==> src/rtl/rshift_arbiter_pkg.sv <==
// Shared types and constants for the rshift_arbiter block.
// Optional left-rotate support is enabled by defining RSHIFT_ARB_LROT_EN.
package rshift_arb_pkg;

  localparam int unsigned DATA_W  = 8;
  localparam int unsigned SHIFT_W = 3;

  typedef enum logic {
    IDLE,
    HOLD
  } arb_state_e;

  // A left rotate by s equals a right rotate by (DATA_W - s) mod DATA_W.
  // The 3-bit wrap-around subtraction gives exactly that.
  function automatic logic [SHIFT_W-1:0] lrot_to_rrot(input logic [SHIFT_W-1:0] s);
    return SHIFT_W'(0) - s;
  endfunction

endpackage

==> src/rtl/rshift_arbiter_if.sv <==
// Request and result channels of rshift_arbiter.
// The req_dir signal exists only when RSHIFT_ARB_LROT_EN is defined.
interface rshift_arbiter_if
  import rshift_arb_pkg::*;
#(
  parameter int unsigned N = 4
) ();

  localparam int unsigned ID_W = $clog2(N);

  logic [N-1:0]         req_valid;
  logic [N-1:0]         req_ready;
  logic [N*DATA_W-1:0]  req_x;
  logic [N*SHIFT_W-1:0] req_shift;
`ifdef RSHIFT_ARB_LROT_EN
  logic [N-1:0]         req_dir;
`endif
  logic                 out_valid;
  logic                 out_ready;
  logic [DATA_W-1:0]    out_y;
  logic [ID_W-1:0]      out_id;

  // Requesters and result consumer side
  modport master (
`ifdef RSHIFT_ARB_LROT_EN
    output req_dir,
`endif
    output req_valid, req_x, req_shift, out_ready,
    input  req_ready, out_valid, out_y, out_id
  );

  // Arbiter side
  modport slave (
`ifdef RSHIFT_ARB_LROT_EN
    input  req_dir,
`endif
    input  req_valid, req_x, req_shift, out_ready,
    output req_ready, out_valid, out_y, out_id
  );

endinterface

==> src/rtl/rshift_arbiter_rshift.sv <==
// Combinational 8-bit rotate-right datapath shared by all requesters.
module rshift
  import rshift_arb_pkg::*;
(
  input  logic [DATA_W-1:0]  x_i,
  input  logic [SHIFT_W-1:0] shift_i,
  output logic [DATA_W-1:0]  y_o
);

  logic [2*DATA_W-1:0] dbl;

  // Shifting a doubled copy brings the low bits around into the top bits.
  always_comb begin
    dbl = {x_i, x_i};
    y_o = DATA_W'(dbl >> shift_i);
  end

endmodule

==> src/rtl/rshift_arbiter.sv <==
// Round-robin scheduler sharing one rotate-right datapath across N requesters.
// The result is registered on a single valid/ready channel and tagged with the winner ID.
// Defining RSHIFT_ARB_LROT_EN adds per-requester req_dir (1 = rotate left).
module rshift_arbiter
  import rshift_arb_pkg::*;
#(
  parameter int unsigned N = 4
) (
  input  logic               clk,
  input  logic               rst,
  rshift_arbiter_if.slave    bus
);

  localparam int unsigned ID_W = $clog2(N);

  arb_state_e         state_q, state_d;
  logic [DATA_W-1:0]  y_q, y_d;
  logic [ID_W-1:0]    id_q, id_d;
  logic [ID_W-1:0]    ptr_q, ptr_d;

  logic               any_valid;
  logic [ID_W-1:0]    win;
  logic [DATA_W-1:0]  win_x;
  logic [SHIFT_W-1:0] win_shift;
  logic [SHIFT_W-1:0] rot_amt;
  logic [DATA_W-1:0]  rot_y;
  logic               accept;
  int unsigned        idx;
`ifdef RSHIFT_ARB_LROT_EN
  logic               win_dir;
`endif

  // Round-robin search starting at ptr_q; the winner's operands are muxed out here.
  always_comb begin
    any_valid = 1'b0;
    win       = '0;
    win_x     = '0;
    win_shift = '0;
    idx       = 0;
`ifdef RSHIFT_ARB_LROT_EN
    win_dir   = 1'b0;
`endif
    for (int unsigned k = 0; k < N; k++) begin
      idx = (32'(ptr_q) + k) % N;
      if (!any_valid && bus.req_valid[idx]) begin
        any_valid = 1'b1;
        win       = ID_W'(idx);
        win_x     = bus.req_x[idx*DATA_W +: DATA_W];
        win_shift = bus.req_shift[idx*SHIFT_W +: SHIFT_W];
`ifdef RSHIFT_ARB_LROT_EN
        win_dir   = bus.req_dir[idx];
`endif
      end
    end
  end

  // Rotate amount fed to the shared right-rotator.
  always_comb begin
`ifdef RSHIFT_ARB_LROT_EN
    rot_amt = win_dir ? lrot_to_rrot(win_shift) : win_shift;
`else
    rot_amt = win_shift;
`endif
  end

  rshift u_rshift (
    .x_i     (win_x),
    .shift_i (rot_amt),
    .y_o     (rot_y)
  );

  // Grant only when the output register is free or being drained this cycle; never during reset.
  always_comb begin
    accept        = any_valid && ((state_q == IDLE) || bus.out_ready) && !rst;
    bus.req_ready = '0;
    if (accept) begin
      bus.req_ready[win] = 1'b1;
    end
  end

  // Next-state and result-register load logic.
  always_comb begin
    state_d = state_q;
    y_d     = y_q;
    id_d    = id_q;
    ptr_d   = ptr_q;
    case (state_q)
      IDLE: begin
        if (accept) begin
          state_d = HOLD;
        end
      end
      HOLD: begin
        if (accept) begin
          state_d = HOLD;
        end else if (bus.out_ready) begin
          state_d = IDLE;
        end
      end
      default: state_d = IDLE;
    endcase
    if (accept) begin
      y_d   = rot_y;
      id_d  = win;
      ptr_d = (win == ID_W'(N - 1)) ? '0 : win + 1'b1;
    end
  end

  // State and result registers.
  always_ff @(posedge clk or posedge rst) begin
    if (rst) begin
      state_q <= IDLE;
      y_q     <= '0;
      id_q    <= '0;
      ptr_q   <= '0;
    end else begin
      state_q <= state_d;
      y_q     <= y_d;
      id_q    <= id_d;
      ptr_q   <= ptr_d;
    end
  end

  assign bus.out_valid = (state_q == HOLD);
  assign bus.out_y     = y_q;
  assign bus.out_id    = id_q;

endmodule
==> src/flat_wrapper.sv <==
// flat-port wrapper written by rule: the top's interface ports become plain ports
module rshift_arbiter_flat import rshift_arb_pkg::*;
#(
  parameter int unsigned N = 4
)
  (clk, rst, bus_req_valid, bus_req_x, bus_req_shift, bus_out_ready, bus_req_ready, bus_out_valid, bus_out_y, bus_out_id);
  rshift_arbiter_if #(.N(N)) bus_i ();
  input  logic clk;
  input  logic rst;
  input wire logic [$bits(bus_i.req_valid)-1:0] bus_req_valid;
  input wire logic [$bits(bus_i.req_x)-1:0] bus_req_x;
  input wire logic [$bits(bus_i.req_shift)-1:0] bus_req_shift;
  input wire logic [$bits(bus_i.out_ready)-1:0] bus_out_ready;
  output wire logic [$bits(bus_i.req_ready)-1:0] bus_req_ready;
  output wire logic [$bits(bus_i.out_valid)-1:0] bus_out_valid;
  output wire logic [$bits(bus_i.out_y)-1:0] bus_out_y;
  output wire logic [$bits(bus_i.out_id)-1:0] bus_out_id;
  assign bus_i.req_valid = bus_req_valid;
  assign bus_i.req_x = bus_req_x;
  assign bus_i.req_shift = bus_req_shift;
  assign bus_i.out_ready = bus_out_ready;
  assign bus_req_ready = bus_i.req_ready;
  assign bus_out_valid = bus_i.out_valid;
  assign bus_out_y = bus_i.out_y;
  assign bus_out_id = bus_i.out_id;
  rshift_arbiter #(.N(N)) u_core (.clk(clk), .rst(rst), .bus(bus_i));
endmodule
==> config.mk <==
export PLATFORM = sky130hd
export DESIGN_NAME = rshift_arbiter_flat
export DESIGN_NICKNAME = d
export VERILOG_FILES = /design/src/rtl/rshift_arbiter_pkg.sv /design/src/rtl/rshift_arbiter_if.sv /design/src/rtl/rshift_arbiter_rshift.sv /design/src/rtl/rshift_arbiter.sv /design/src/flat_wrapper.sv
export SDC_FILE = /design/constraint.sdc
export NUM_CORES = 1
export LEC_CHECK = 0
export ABC_AREA = 1
export CAP_MARGIN = 20
export CORE_ASPECT_RATIO = 0.9
export CORE_UTILIZATION = 52
export CTS_BUF_LIST = sky130_fd_sc_hd__clkbuf_4 sky130_fd_sc_hd__clkbuf_8
export DETAILED_ROUTE_END_ITERATION = 8
export PLACE_DENSITY = 0.84
export SLEW_MARGIN = 25
export SYNTH_ARGS = -nofsm -noshare
export SYNTH_HDL_FRONTEND = slang
export SYNTH_SLANG_ARGS = --single-unit
==> constraint.sdc <==
create_clock -name clk -period 2.8 [get_ports clk]
set_clock_uncertainty 0.05 [all_clocks]
set_input_delay 0.7 -clock clk [delete_from_list [all_inputs] [get_ports clk]]
set_output_delay 0.7 -clock clk [all_outputs]
set_load 0.01 [all_outputs]
# After elaboration in Yosys (flattened, before gate mapping)
# Index checks and enable logic that the tools add are counted.
dict set report totals {
  register_bits 13
  input_bits 51
  output_inout_bits 15
  wordCells 72
}
dict set report classes {
  add_sub_neg 4
  multipliers 4
  order_cmp 6
  eq_ne 1
  shift 9
  mux 32
  n_bitwise 1
  reduce_logical 11
}
# op n
set ops {}
lappend ops {{$shiftx 12x33->3} 4}
lappend ops {{$shiftx 32x6->8} 4}
lappend ops {{$mux 8} 4}
lappend ops {{$mul 2x2->4 const B} 4}
lappend ops {{$shr 16x3->8} 1}
lappend ops {{$lt 2x3->1 const B} 5}
lappend ops {{$mux 1} 12}
lappend ops {{$mux 3} 4}
lappend ops {{$mux 2} 5}
lappend ops {{$bmux 1 s2} 4}
lappend ops {{$logic_and 1x1->1} 6}
lappend ops {{$add 2x1->2 const B} 2}
lappend ops {{$add 2x2->2 const B} 2}
lappend ops {{$logic_not 1->1} 4}
lappend ops {{$mux 4} 1}
lappend ops {{$demux 1 s2} 1}
lappend ops {{$eq 2x2->1 const B} 1}
lappend ops {{$ge 2x1->1 const B} 1}
lappend ops {{$pmux 1 s2} 1}
lappend ops {{$logic_or 1x1->1} 1}
lappend ops {{$not 1->1} 1}

# Depth between registers and ports, before layout
# Gate-level depths: netlist of run 1.
dict set report logic_depth {
  word_depth 17
  depth_mapped 18
  ltp_nobuf 16
}

# Modules after synthesis
# A second synthesis of run 1 with hierarchy kept.
dict set report hier_totals {
  cells_unflattened 465
  area_unflattened_um2 2426.1
}
# mod n_inst cells_each area_each_um2 seq_area_each_um2
set modules_own_cells {}
lappend modules_own_cells {rshift_arbiter 1 403 2089.5 325.3}
lappend modules_own_cells {rshift 1 62 336.6 0.0}

# Worst setup path after synthesis of run 1
# OpenSTA, ideal clock, no wires.
dict set report synth_timing {
  path_kind {input-to-output}
  startpoint {input port bus_req_valid[3]}
  endpoint {output port bus_req_ready[0]}
  t_arrival_ns 1.916
  required_time_ns 2.050
  setup_slack_ns 0.134
  path_stages 13
  n_path_buf 0
  cell_sequence {inv_1 -> nand2_1 -> nand3_1 -> nand2_4 -> nor2_8 -> nand2_1 -> inv_1 -> nand3_1 -> nand2_1 -> nand2_1 -> o21ai_0 -> nand2_1 -> nor2_1}
}
dict set report synth_between {
  elab_chain_len 17
  word_cells_on_any_way 30
  classes_between {order compare: 2; mux: 19; reduce/logical: 9}
}
# item line
set synth_rtl {}
lappend synth_rtl {{start: declaration} flat_wrapper.sv:10} ;# input wire logic [$bits(bus_i.req_valid)-1:0] bus_req_valid;
lappend synth_rtl {{$bmux 1 s2} rshift_arbiter.sv:45} ;# if (!any_valid && bus.req_valid[idx]) begin
lappend synth_rtl {{$mux 1 (not written as such)} rshift_arbiter.sv:45}
lappend synth_rtl {{$mux 1} rshift_arbiter.sv:45}
lappend synth_rtl {{$logic_not 1->1} rshift_arbiter.sv:45}
lappend synth_rtl {{$logic_and 1x1->1} rshift_arbiter.sv:45}
lappend synth_rtl {{$mux 1} rshift_arbiter.sv:45}
lappend synth_rtl {{$logic_not 1->1} rshift_arbiter.sv:45}
lappend synth_rtl {{$logic_and 1x1->1} rshift_arbiter.sv:45}
lappend synth_rtl {{$mux 1} rshift_arbiter.sv:45}
lappend synth_rtl {{$logic_not 1->1} rshift_arbiter.sv:45}
lappend synth_rtl {{$logic_and 1x1->1} rshift_arbiter.sv:45}
lappend synth_rtl {{$mux 2} rshift_arbiter.sv:45}
lappend synth_rtl {{$lt 2x3->1 (not written as such) or $ge 2x1->1 (tied branches)} rshift_arbiter.sv:77} ;# bus.req_ready[win] = 1'b1;
lappend synth_rtl {{$logic_and 1x1->1 (not written as such)} rshift_arbiter.sv:77}
lappend synth_rtl {{$mux 1 (not written as such)} rshift_arbiter.sv:77}
lappend synth_rtl {{$demux 1 s2} -}
lappend synth_rtl {{$mux 4 *} rshift_arbiter.sv:76} ;# if (accept) begin
lappend synth_rtl {{end: declaration} flat_wrapper.sv:14} ;# output wire logic [$bits(bus_i.req_ready)-1:0] bus_req_ready;
# Mark *: on every way between the ends. The rest lies on a longest branch, timed or not. The select of a mux whose other input is x is not followed.

# Final worst setup path of run 1
dict set report layout_timing {
  startpoint {register u_core.ptr_q[0]}
  endpoint {output port bus_req_ready[1]}
}
dict set report layout_between {
  elab_chain_len 17
  word_cells_on_any_way 33
  classes_between {add/sub: 3; order compare: 2; mux: 19; reduce/logical: 9}
}
# item line
set layout_rtl {}
lappend layout_rtl {{start: declaration} rshift_arbiter.sv:19} ;# logic [ID_W-1:0] ptr_q, ptr_d;
lappend layout_rtl {{start signal: assignment} rshift_arbiter.sv:120} ;# ptr_q <= ptr_d;
lappend layout_rtl {{parallel branches: the longest is 16 deep, another holds $lt 2x3->1} -}
lappend layout_rtl {{$mux 4 *} rshift_arbiter.sv:76}
# Every way passes the cells marked *. The select of a mux whose other input is x is not followed.

==> results of run 1 <==
==> final timing paths <==
kind                                   endpoint  slack [ns]  cells past startpoint
min in group asynchronous  u_core.bus.out_id[1]        0.82                      2
max in group asynchronous       u_core.ptr_q[1]        1.51                      2
max reg2reg                u_core.bus.out_id[0]       -0.09                     22
max                            bus_req_ready[1]       -0.14                     17
min reg2reg                 u_core.bus.out_y[0]        0.43                      2
min                         u_core.bus.out_y[0]        0.43                      2
==> cells by family after synthesis <==
kind of cell    Yosys count  share of synthesized area
buf+inv                  71                      0.131
mux                       1                    0.00383
simple gates            371                      0.613
compound gates           56                      0.127
flops                    13                      0.125
==> critical path, stage by stage (launching register included) <==
cell     delay (ns)
dfrtp_2        0.46
buf_4          0.16
nand2_1        0.06
nand2_2        0.09
nand2_2        0.07
nand2_4        0.12
nor2_8         0.05
nand2_4        0.07
inv_4          0.04
nand3_4        0.06
o21ai_2        0.07
nor2_2         0.12
buf_6          0.14
inv_4          0.04
nor2_2         0.10
nand2_2        0.07
inv_1          0.07
buf_2          0.14
==> state kept, by name (all words and copies together), names as in the netlist <==
register,cells
u_core.bus.out_valid,1
u_core.ptr_q,2
u_core.bus.out_id,2
u_core.bus.out_y,8
==> metal layers <==
metal | routed length (µm) | vias up | GRT usage | share of wire
met5 | 0 | - | 0 | 0
met3 | 797 | 68 | 0.0408 | 0.083
met4 | 564 | 0 | 0.130 | 0.058
met1 | 3560 | 1656 | 0.416 | 0.37
li1 | - | 1816 | - | -
met2 | 4730 | 240 | 0.602 | 0.49
==> layout by cell type, fill, tap and decap left out, drive strengths merged <==
cell type,instances
nand2,291
o211ai,2
o221ai,1
mux2i,1
o21a,1
clkbuf,4
inv,42
nor2,6
dfrtp,13
nand3,64
clkinv,2
clkdlybuf4s50,57
a21oi,2
buf,67
nand3b,2
o21ai,50
nand4,8
==> cell type report <==
| class | instances | area, µm² |
|---|---|---|
| Clock buffer | 4 | 48.8 |
| Fill cell | 354 | 955 |
| Inverter | 44 | 179 |
| Multi-Input combinational cell | 428 | 2150 |
| Sequential cell | 13 | 328 |
| Tap cell | 65 | 81.3 |
| Timing Repair Buffer | 124 | 1090 |
==> repair_timing <==
action	CTS	global route
resized for setup	72	34
endpoints found under the setup margin	4	6
cloned	0	0
setup buffers	20	8
pin swaps	20	14
==> metrics by stage <==
step                      TNS [ns]  instances
after floorplan                  0        512
after detailed placement     -4.78        648
after CTS                        0        670
final                       -0.538        678
after global placement       -4.31        648
after global routing         -1.09        678
==> results.cfg, run 1 <==
[status]
status = finished with violations
violations = negative setup slack

[synthesis]
synth_edf_count = 0
synth_flop_cell = dfrtp_1
synthTopCellsByCount = 280 x nand2_1, 60 x nand3_1, 43 x o21ai_0, 37 x inv_1, 13 x dfrtp_1
synth_nets = 563
synthTopCellsByArea = nand2_1 40%, dfrtp_1 12%, nand3_1 11%
synth_cells = 512
avgSynthCellArea_um2 = 5.10
ys_ff_latch = 13
post-synth-top-count-cell = nand2_1
yosysUniqueCellTypes = 31
synth_top_area_share = 0.402
ys_async_sr_fraction = 1.00
yosysSeqAreaShare = 0.125
yosysTopAreaCell = nand2_1
syn_area_um2 = 2610
ys_warn_count = 0

[critical_path]
startpoint = u_core.ptr_q[0]
arrival_ns = 2.19
cp-end-kind = output pin
rr_startpoint = u_core.ptr_q[0]
path_class = flop to output pin
crit_fanout = 5
start_kind = flop
cp.required_ns = 2.05

[routing]
postRouteAntennaNets = 0
wl_per_cell_um = 14.2
drc = 0
wl_um = 9650
dr.first_iter.drc_count = 548
routed-via-count = 3780
firstDrtPassIters = 6
via_per_inst = 5.58

[placement]
pre_cts_ws_ns = -0.892
port_buffers = 65
gp_congestion = 0.872
dpl-instance-area_um2 = 3430
dpl.hpwl_um = 5740

[sta]
fin_hold_ws_ns = 0.430
setup_ws_ns = -0.140
max_slew_margin = 0.654
fmax_mhz = 340
rsz0062_at_grt = yes
post-route-period-util = 1.05
drv_slew = 0
finalCriticalPeriod_ns = 2.94
worstMarginPinSlew_ns = 0.519
final-hold-violation-count = 0
setup_viol = 6

[floorplanning]
fp.dieW_um = 76.7
core_area_um2 = 4830
rows = 24
die_area_um2 = 5310
die_h_um = 69.2
start_util = 0.540
num_io_pins = 66

[clocking]
cts_tree = done
clockBufferDepth = 2
postCtsHoldBufs = 0
h-tree-depth = 1
cts_buffers = 3
cts_sinks = 13
clk_latency_ns = 0.27
cts_root_buf = clkbuf_8
cts.reportedPaths.clkPinSlew_ns = 0.07

[cells_and_area]
syn_to_final_growth_pct = 48.6
final_nets = 665
stdcell_area_um2 = 3880
fin_util = 0.803
drive_gt1_frac = 0.232
n_antenna_cell = 0

[global_route]
antenna_found_initial = 0
grt_pass1_wl_um = 14800
grt_pass1_vias = 3414
grt-ovfl-total = 0
grt_start_max_net_pins = 53
grt.total_usage = 0.339

[run]
cap_viol_max_count = 0

[min_path]
min_path_type = flop to flop
min-delay-start = u_core.bus.out_y[0]
Power of run 1 is not shown: default switching activity piles up to over one toggle a cycle in this logic, so the estimate is an artifact.
==> inputs of run 2 (changes only) <==
PLACE_DENSITY = 0.82   (was 0.84)
==> results.cfg, run 2 (synthesis results as in run 1) <==
[status]
status = finished with violations
violations = negative setup slack

[routing]
drc = 0
routed-via-count = 3854
dr.first_iter.drc_count = 328
wl_per_cell_um = 15.2
wl_um = 10300
via_per_inst = 5.68
firstDrtPassIters = 6
postRouteAntennaNets = 0

[floorplanning]
num_io_pins = 66
core_area_um2 = 4830
rows = 24
fp.dieW_um = 76.7
die_h_um = 69.2
start_util = 0.540
die_area_um2 = 5310

[cells_and_area]
final_nets = 665
drive_gt1_frac = 0.235
final_cell_mix = 252 x nand2_1, 57 x nand3_1, 57 x clkdlybuf4s50_1
mostFrequentLayoutCell = nand2_1
n_antenna_cell = 0
num-fill-cells = 357
multi_input_area_um2 = 2110
ff_latch_area_um2 = 328
largest_register_ffs = 8
syn_to_final_growth_pct = 47.6
stdcell_count = 678

[clocking]
postCtsHoldBufs = 0
h-tree-depth = 1
cts_tree = done
clockBufferDepth = 2
clk_latency_ns = 0.25
cts_root_buf = clkbuf_8
cts_buffers = 3
cts_sinks = 13
cts.reportedPaths.clkPinSlew_ns = 0.06

[sta]
setup_ws_ns = -0.289
setup_viol = 5
fmax_mhz = 324
final-hold-violation-count = 0
post-route-period-util = 1.10
fin_hold_ws_ns = 0.431
rsz0062_at_grt = yes
finalCriticalPeriod_ns = 3.09
setup_tns_ns = -1.14
drv_slew = 0
max_slew_margin = 0.612
worstMarginPinSlew_ns = 0.582

[global_route]
grt_pass1_vias = 3526
grt.total_usage = 0.353
grt-ovfl-total = 0
antenna_found_initial = 0
grt_start_max_net_pins = 34
grt_pass1_wl_um = 15400

[placement]
dpl.hpwl_um = 6010
port_buffers = 65
gp_congestion = 0.946
pre_cts_ws_ns = -0.902
placed_cells = 651

[min_path]
hold_path_depth = 2
min-delay-start = u_core.bus.out_y[2]
whs_endpoint = u_core.bus.out_y[2]
min_path_type = flop to flop

[critical_path]
crit_fanout = 5
arrival_ns = 2.34
path_class = flop to output pin
ff2ff_setup_slack_ns = -0.17
start_kind = flop
r2r_cells = 23
rr_startpoint = u_core.ptr_q[0]
reg2reg_to = u_core.bus.out_id[1]
cp.required_ns = 2.05
cp-end-kind = output pin

[run]
cap_viol_max_count = 0
==> run 2: cell types whose count changed in the layout (fill, tap and decap cells not counted), sizes merged <==
cell / delta
clkbuf: -1
clkinv: +1
==> run 2: stage by stage <==
stage                util  instance area (µm²)
CTS                 0.761                 3680
floorplan               -                 2610
detailed placement  0.714                 3450
global route        0.797                 3850
global placement    0.714                 3450
finish              0.797                 3850
==> run 2: how the worst max path moves through the flow <==
stage	start	end	cells after the start
2_1_floorplan	bus_req_valid[3]	bus_req_ready[0]	13
3_3_place_gp	bus_req_valid[3]	bus_req_ready[1]	16
3_5_place_dp	bus_req_valid[3]	bus_req_ready[1]	16
4_1_cts	u_core.ptr_q[0]	bus_req_ready[1]	17
5_1_grt	u_core.ptr_q[0]	bus_req_ready[0]	11
6_report	u_core.ptr_q[0]	bus_req_ready[0]	15
==> run 2: layout make-up <==
type	instances	share of cell area
clock inverter	1	0.00130
clock buffer	3	0.0107
multi-input combinational	428	0.548
inverter	44	0.0464
timing repair buffer	124	0.288
tap	65	0.0211
sequential	13	0.0851
==> run 2: timing repair <==
action                                  4_1_cts  5_1_grt
gates resized for setup                      59       42
buffers inserted                             19        5
pin swaps                                    19       21
endpoints found under the setup margin        4        5
==> run 2: metal layers <==
metal / track usage / up-vias / part of all wire
met3: 0.0289 / 87 / 0.085
met2: 0.633 / 239 / 0.48
li1: - / 1824 / -
met5: 0 / - / 0
met4: 0.141 / 0 / 0.067
met1: 0.433 / 1704 / 0.37
==> run 2: worst max-delay path, cell delays in order, from the launching register on <==
cell     delay (ns)
dfrtp_2        0.46
buf_6          0.16
nand2_2        0.06
nand2_2        0.09
nand2_2        0.17
nand2_4        0.11
nor2_8         0.12
nand2_4        0.07
inv_4          0.06
nand3_4        0.07
nand2_2        0.08
nand2_2        0.07
o21ai_4        0.12
nand2_2        0.15
nor2_4         0.16
buf_6          0.11
Power of run 2 is left out for the same reason.
